$ cat config.mk
export PLATFORM = sky130hd
export DESIGN_NAME = serial_complementer_n
export DESIGN_NICKNAME = d
export VERILOG_FILES = /design/src/rtl/serial_complementer_n.sv
export SDC_FILE = /design/constraint.sdc
export NUM_CORES = 1
export LEC_CHECK = 0
export CELL_PAD_IN_SITES_DETAIL_PLACEMENT = 1
export CELL_PAD_IN_SITES_GLOBAL_PLACEMENT = 2
export CORE_MARGIN = 5
export CORE_UTILIZATION = 29
export CTS_CLUSTER_DIAMETER = 80
export DETAILED_ROUTE_END_ITERATION = 8
export PLACE_DENSITY_LB_ADDON = 0.1
export SYNTH_ARGS = -nofsm -noshare
export SYNTH_HDL_FRONTEND = slang
export SYNTH_SLANG_ARGS = --single-unit
$ cat constraint.sdc
create_clock -name clk -period 1.9 [get_ports clk]
set_input_delay 0.38 -clock clk [delete_from_list [all_inputs] [get_ports clk]]
set_output_delay 0.38 -clock clk [all_outputs]
set_load 0.1 [all_outputs]
$ cat src/rtl/serial_complementer_n.sv
// serial_complementer_n
//   Multi-lane bit-serial complementer, LSB first. Every lane receives one
//   WIDTH-bit word per frame, one bit per in_valid cycle, and emits that word
//   as a pass-through copy, its two's complement or its ones' complement.
//   All lanes share the frame counter, the latched mode and in_valid.
//
// Ports
//   clk        rising-edge clock
//   reset      asynchronous active-high reset, clears all state
//   sync_clr   synchronous frame abort; the coincident input bit is dropped
//   in_valid   x carries a valid bit this cycle
//   mode       00 pass, 01 two's complement, 10 ones' complement, 11 pass
//   x          serial input bit per lane, LSB first
//   y          registered serial result bit per lane
//   out_valid  y is valid this cycle
//   out_first  y carries bit 0 of a frame
//   out_last   y carries bit WIDTH-1 of a frame
//   ovf        lane input was the most-negative value (two's mode, with out_last)
//
// Per-lane state (two's mode only)
//   state  | meaning
//   COPY   | no 1 seen yet in this frame; y = x
//   INVERT | a 1 has been seen; y = ~x until the frame wraps or aborts
module serial_complementer_n #(
  parameter int WIDTH    = 16,
  parameter int CHANNELS = 4
) (
  input  logic                clk,
  input  logic                reset,
  input  logic                sync_clr,
  input  logic                in_valid,
  input  logic [1:0]          mode,
  input  logic [CHANNELS-1:0] x,
  output logic [CHANNELS-1:0] y,
  output logic                out_valid,
  output logic                out_first,
  output logic                out_last,
  output logic [CHANNELS-1:0] ovf
);

  localparam int CW = $clog2(WIDTH);
  localparam logic [CW-1:0] CNT_LAST = CW'(WIDTH - 1);

  typedef enum logic {
    COPY   = 1'b0,
    INVERT = 1'b1
  } lane_state_t;

  logic [CW-1:0]       cnt_q, cnt_d;
  logic [1:0]          mode_q, mode_d;
  lane_state_t         st_q [CHANNELS];
  lane_state_t         st_d [CHANNELS];

  logic                first_bit, last_bit;
  logic [1:0]          eff_mode;
  logic                twos, ones;
  logic [CHANNELS-1:0] y_d, ovf_d;
  logic                vld_d, first_d, last_d;

  always_comb begin
    first_bit = (cnt_q == '0);
    last_bit  = (cnt_q == CNT_LAST);
    // Bit 0 of a frame uses the live mode; the rest of the frame uses the
    // copy latched on that same cycle.
    eff_mode  = first_bit ? mode : mode_q;
    twos      = (eff_mode == 2'b01);
    ones      = (eff_mode == 2'b10);

    cnt_d   = cnt_q;
    mode_d  = mode_q;
    y_d     = '0;
    ovf_d   = '0;
    vld_d   = 1'b0;
    first_d = 1'b0;
    last_d  = 1'b0;
    for (int i = 0; i < CHANNELS; i++) begin
      st_d[i] = st_q[i];
    end

    if (in_valid) begin
      vld_d   = 1'b1;
      first_d = first_bit;
      last_d  = last_bit;
      cnt_d   = last_bit ? '0 : cnt_q + 1'b1;
      if (first_bit) begin
        mode_d = mode;
      end
      for (int i = 0; i < CHANNELS; i++) begin
        if (twos) begin
          y_d[i] = (st_q[i] == INVERT) ? ~x[i] : x[i];
          if (st_q[i] == COPY && x[i]) begin
            st_d[i] = INVERT;
          end
          // Sign bit is the first 1 of the word: the input was 100..0.
          ovf_d[i] = last_bit & x[i] & (st_q[i] == COPY);
        end else begin
          y_d[i] = ones ? ~x[i] : x[i];
        end
        if (last_bit) begin
          st_d[i] = COPY;
        end
      end
    end

    if (sync_clr) begin
      cnt_d   = '0;
      mode_d  = mode_q;
      y_d     = '0;
      ovf_d   = '0;
      vld_d   = 1'b0;
      first_d = 1'b0;
      last_d  = 1'b0;
      for (int i = 0; i < CHANNELS; i++) begin
        st_d[i] = COPY;
      end
    end
  end

  always_ff @(posedge clk or posedge reset) begin
    if (reset) begin
      cnt_q     <= '0;
      mode_q    <= 2'b00;
      for (int i = 0; i < CHANNELS; i++) begin
        st_q[i] <= COPY;
      end
      y         <= '0;
      ovf       <= '0;
      out_valid <= 1'b0;
      out_first <= 1'b0;
      out_last  <= 1'b0;
    end else begin
      cnt_q     <= cnt_d;
      mode_q    <= mode_d;
      for (int i = 0; i < CHANNELS; i++) begin
        st_q[i] <= st_d[i];
      end
      y         <= y_d;
      ovf       <= ovf_d;
      out_valid <= vld_d;
      out_first <= first_d;
      out_last  <= last_d;
    end
  end

endmodule

==> summary.md, run 1 <==
| Metric | Value |
|---|---|
| Result of the run | `finished, final reports clean` |
| Mean Syn Cell Area | `11.5 µm²` |
| Master cell of the clock root buffer | `clkbuf_4` |
| Share of synthesized area spent on multiplexers | `6.72%` |
| Final sum of negative setup slack | `0 ns` |
| Final layout net count | `138` |
| Maximum buffer depth of the clock tree | `2` |
| Site Rows | `21` |
| Synthesized-area fraction occupied by and/or/nand/nor cells | `about 17%` |
| Top library cells by usage in the layout, fill and taps aside | `dfrtp_1 (21), buf_4 (21), clkdlybuf4s50_1 (9), inv_1 (8), nor3_1 (8)` |
| Routability cong. | `0.706` |
| Static power due to leakage | `0.000661 µW` |
| Post-synthesis net count | `105` |
| Required arrival time at the worst endpoint | `2.11 ns` |
| Async set-reset flop share out of synthesis | `100%` |
| Post-route standard cell area excluding fillers | `1390 µm²` |
| Cell Count, Final, Fillers Out | `about 170` |
| Largest family of logic cells by synthesized area | `simple AND/OR/NAND/NOR gates` |
| Critical path launch point type | `flip-flop` |
| Class of the worst hold path | `primary input to async pin` |
| H-Tree Level Count | `1` |
| Worst Max-Slew Pin Slew | `0.364 ns` |
| Total Die Area | `4820 µm²` |
| Number of remaining DRC errors | `0` |
| Routed length per instance | `between 10 and 15 µm` |
| TritonCTS clock tree | `done` |
| Tightest slew margin relative to the limit | `75.7%` |
| Number of antenna violations at the first check in global routing | `0` |
| Proportion of netlist area held by the largest area contributor | `51.3%` |
| Total gr overflow | `0` |
| Worst-Skew Late Latency | `approximately 0.32 ns` |
| Detailed placer's ending HPWL | `1770 µm` |
| Placed instance count | `162` |
| Die Y | `69.4 µm` |
| Pwr/cell area | `approximately 770 nW/µm²` |
| Instance area after placement | `1310 µm²` |
| Sequential-to-total area share from yosys stat | `between 50% and 60%` |
| Data arrival time of the worst path | `a little over 2 ns` |
| # port buffers | `20` |
| CP Class | `flip-flop to flip-flop` |
| Synth Area in Compound Gates | `10.9%` |
| Ports placed on the boundary | `21` |
| Fraction of the cycle the final worst path needs | `95.8%` |
| Core box area | `3390 µm²` |
| Fraction of final layout cells sized beyond drive strength 1 | `30.6%` |
| Number of global-route vias before repair | `828` |
| Antenna-violating nets left | `0` |
| Number of iterations in the first detailed-routing pass | `3` |
| Hold Violations, Final | `0` |
| Count of routing violations after the opening detailed-route iteration | `23` |
| Post-synth EDFFs | `0` |
| Final Max Slew Viols | `0` |
| Skew final | `0.0146 ns` |
| Yosys warning total | `0` |
| Flip-flop and latch count after synthesis | `21` |
| Final setup violation count | `0` |
| Min Clock Period, post-route | `around 1.8 ns` |
| Via count | `between 700 and 800` |
| TritonCTS buffer count | `3` |
| Post-Route WL | `2210 µm` |
| Maximum clock frequency | `0.549 GHz` |
| Synthesized cell area | `1020 µm²` |
| Initial cell density of the core | `a little under a third` |
| Post-synthesis share of cell area spent on full adders, half adders and majority gates | `7.33%` |
| Top fanout value on the critical path | `4` |
| Ant diodes | `0` |
| Number of distinct library cells after synthesis | `28` |
| Max-capacitance violation count | `0` |
| Total routing resource utilization after global routing | `around a tenth` |
| Clock transition at path regs | `between 0.1 and 0.15 ns` |
| Detailed-route vias per instance | `4.59` |
| Design Power | `~1100 µW` |
| Biggest area consumer among synthesized cells | `dfrtp_1` |
| Top FF cell, synth | `dfrtp_1` |
| Maximum vdd drop | `460 µV` |
| Number of instances in the synthesized netlist | `89` |
| Floorplan die width | `approximately 69 µm` |
| Area growth syn-to-layout | `35.2%` |
| XOR/XNOR share of the synthesized area | `1.71%` |
| Worst Hold Margin | `~0.38 ns` |
| Clk sinks | `21` |
| Pin count of the biggest net entering global routing | `22` |
| First-pass GRT wire length | `roughly 4000 µm` |
| Critical path capture point type | `flip-flop` |
| Top cells by area in the synthesized netlist | `dfrtp_1 (51%), ha_1 (7.3%), nor3_1 (4.9%), a211o_1 (3.4%), a22o_1 (3.4%)` |
[cell families after synthesis]
group	count (synthesis)
compound gates	13
xor+xnor	2
fa+ha+maj	6
buf+inv	11
flops	21
mux	5
simple gates	31
[Yosys cell counts (2+ instances only)]
library cell and instances:
ha_1 6, nand2b_1 2, nor2_1 5, a211o_1 4
mux2_2 2, dfrtp_1 21, inv_1 8, nor3b_1 4
buf_2 2, nor2b_1 4, nor3_1 10, a22o_1 4
a21oi_1 2
[per-layer routing]
metal | vias to the layer above | wire length, µm | GRT usage (%)
li1 | 375 | - | -
met1 | 372 | 1050 | 12.9
met2 | 16 | 1030 | 15.6
met3 | 4 | 112 | 4.35
met4 | 0 | 25 | 2.60
met5 | - | 0 | 0
[registers in the layout, summed over array words and instances, names as in the netlist]
| register | count |
|---|---|
| out_last | 1 |
| y | 4 |
| out_first | 1 |
| cnt_q | 4 |
| out_valid | 1 |
| mode_q | 2 |
| ovf | 4 |
| st_q | 4 |
[what timing repair did]
action,CTS,global route
hold buffers,0,0
endpoints found under the setup margin,8,6
resized for setup,3,5
cloned,0,0
pin swaps,0,3
setup buffers,0,1
[critical path, stage by stage, from the launching register on]
cell and delay (ns):
dfrtp_1 0.40, inv_1 0.06, ha_1 0.12, or3b_4 0.40, buf_6 0.15, mux2i_4 0.23, nor3_1 0.07, a211o_1 0.28
[power breakdown]
group / internal, µW / total [µW] / switching, µW
Sequential: 479 / 495 / 16.0
Clock: 78.7 / 223 / 144
Combinational: 138 / 341 / 203
Total: 696 / 1060 / 364
[final timing paths]
check                                          start              endpoint  slack, ns  cells past startpoint
max in group asynchronous                      reset      ovf[1]$_DFF_PP0_       1.29                      3
worst max-delay path            cnt_q[0]$_DFFE_PP0P_        y[3]$_DFF_PP0_       0.08                      7
min in group clk                 st_q[2]$_DFFE_PP0P_      ovf[1]$_DFF_PP0_       0.48                      1
worst max register to register  cnt_q[0]$_DFFE_PP0P_        y[3]$_DFF_PP0_       0.08                      7
worst min-delay path                           reset  cnt_q[3]$_DFFE_PP0P_       0.38                      3
worst min register to register   st_q[2]$_DFFE_PP0P_      ovf[1]$_DFF_PP0_       0.48                      1
[cell type report]
cell class                      instances  area [µm²]
Inverter                                8        30.0
Clock buffer                            3        22.5
Sequential cell                        21         526
Tap cell                               46        57.6
Clock inverter                          1        5.00
Timing Repair Buffer                   31         259
Fill cell                             381        2000
Multi-Input combinational cell         57         485
[metrics by stage]
step           utilization [%]  setup WS [ns]
2_1_floorplan                -         0.0790
3_3_place_gp              38.6        -0.0200
3_5_place_dp              38.6        -0.0578
4_1_cts                   39.9        0.00102
5_1_grt                   40.9       -0.00292
6_report                  40.9         0.0790
(Power assumes the default switching activity.)
==> run 2: changes to the inputs <==
- SKIP_LAST_GASP: not set -> 1
==> results of run 2 <==
The final DEF is identical to that of run 1; final timing and power are the same.
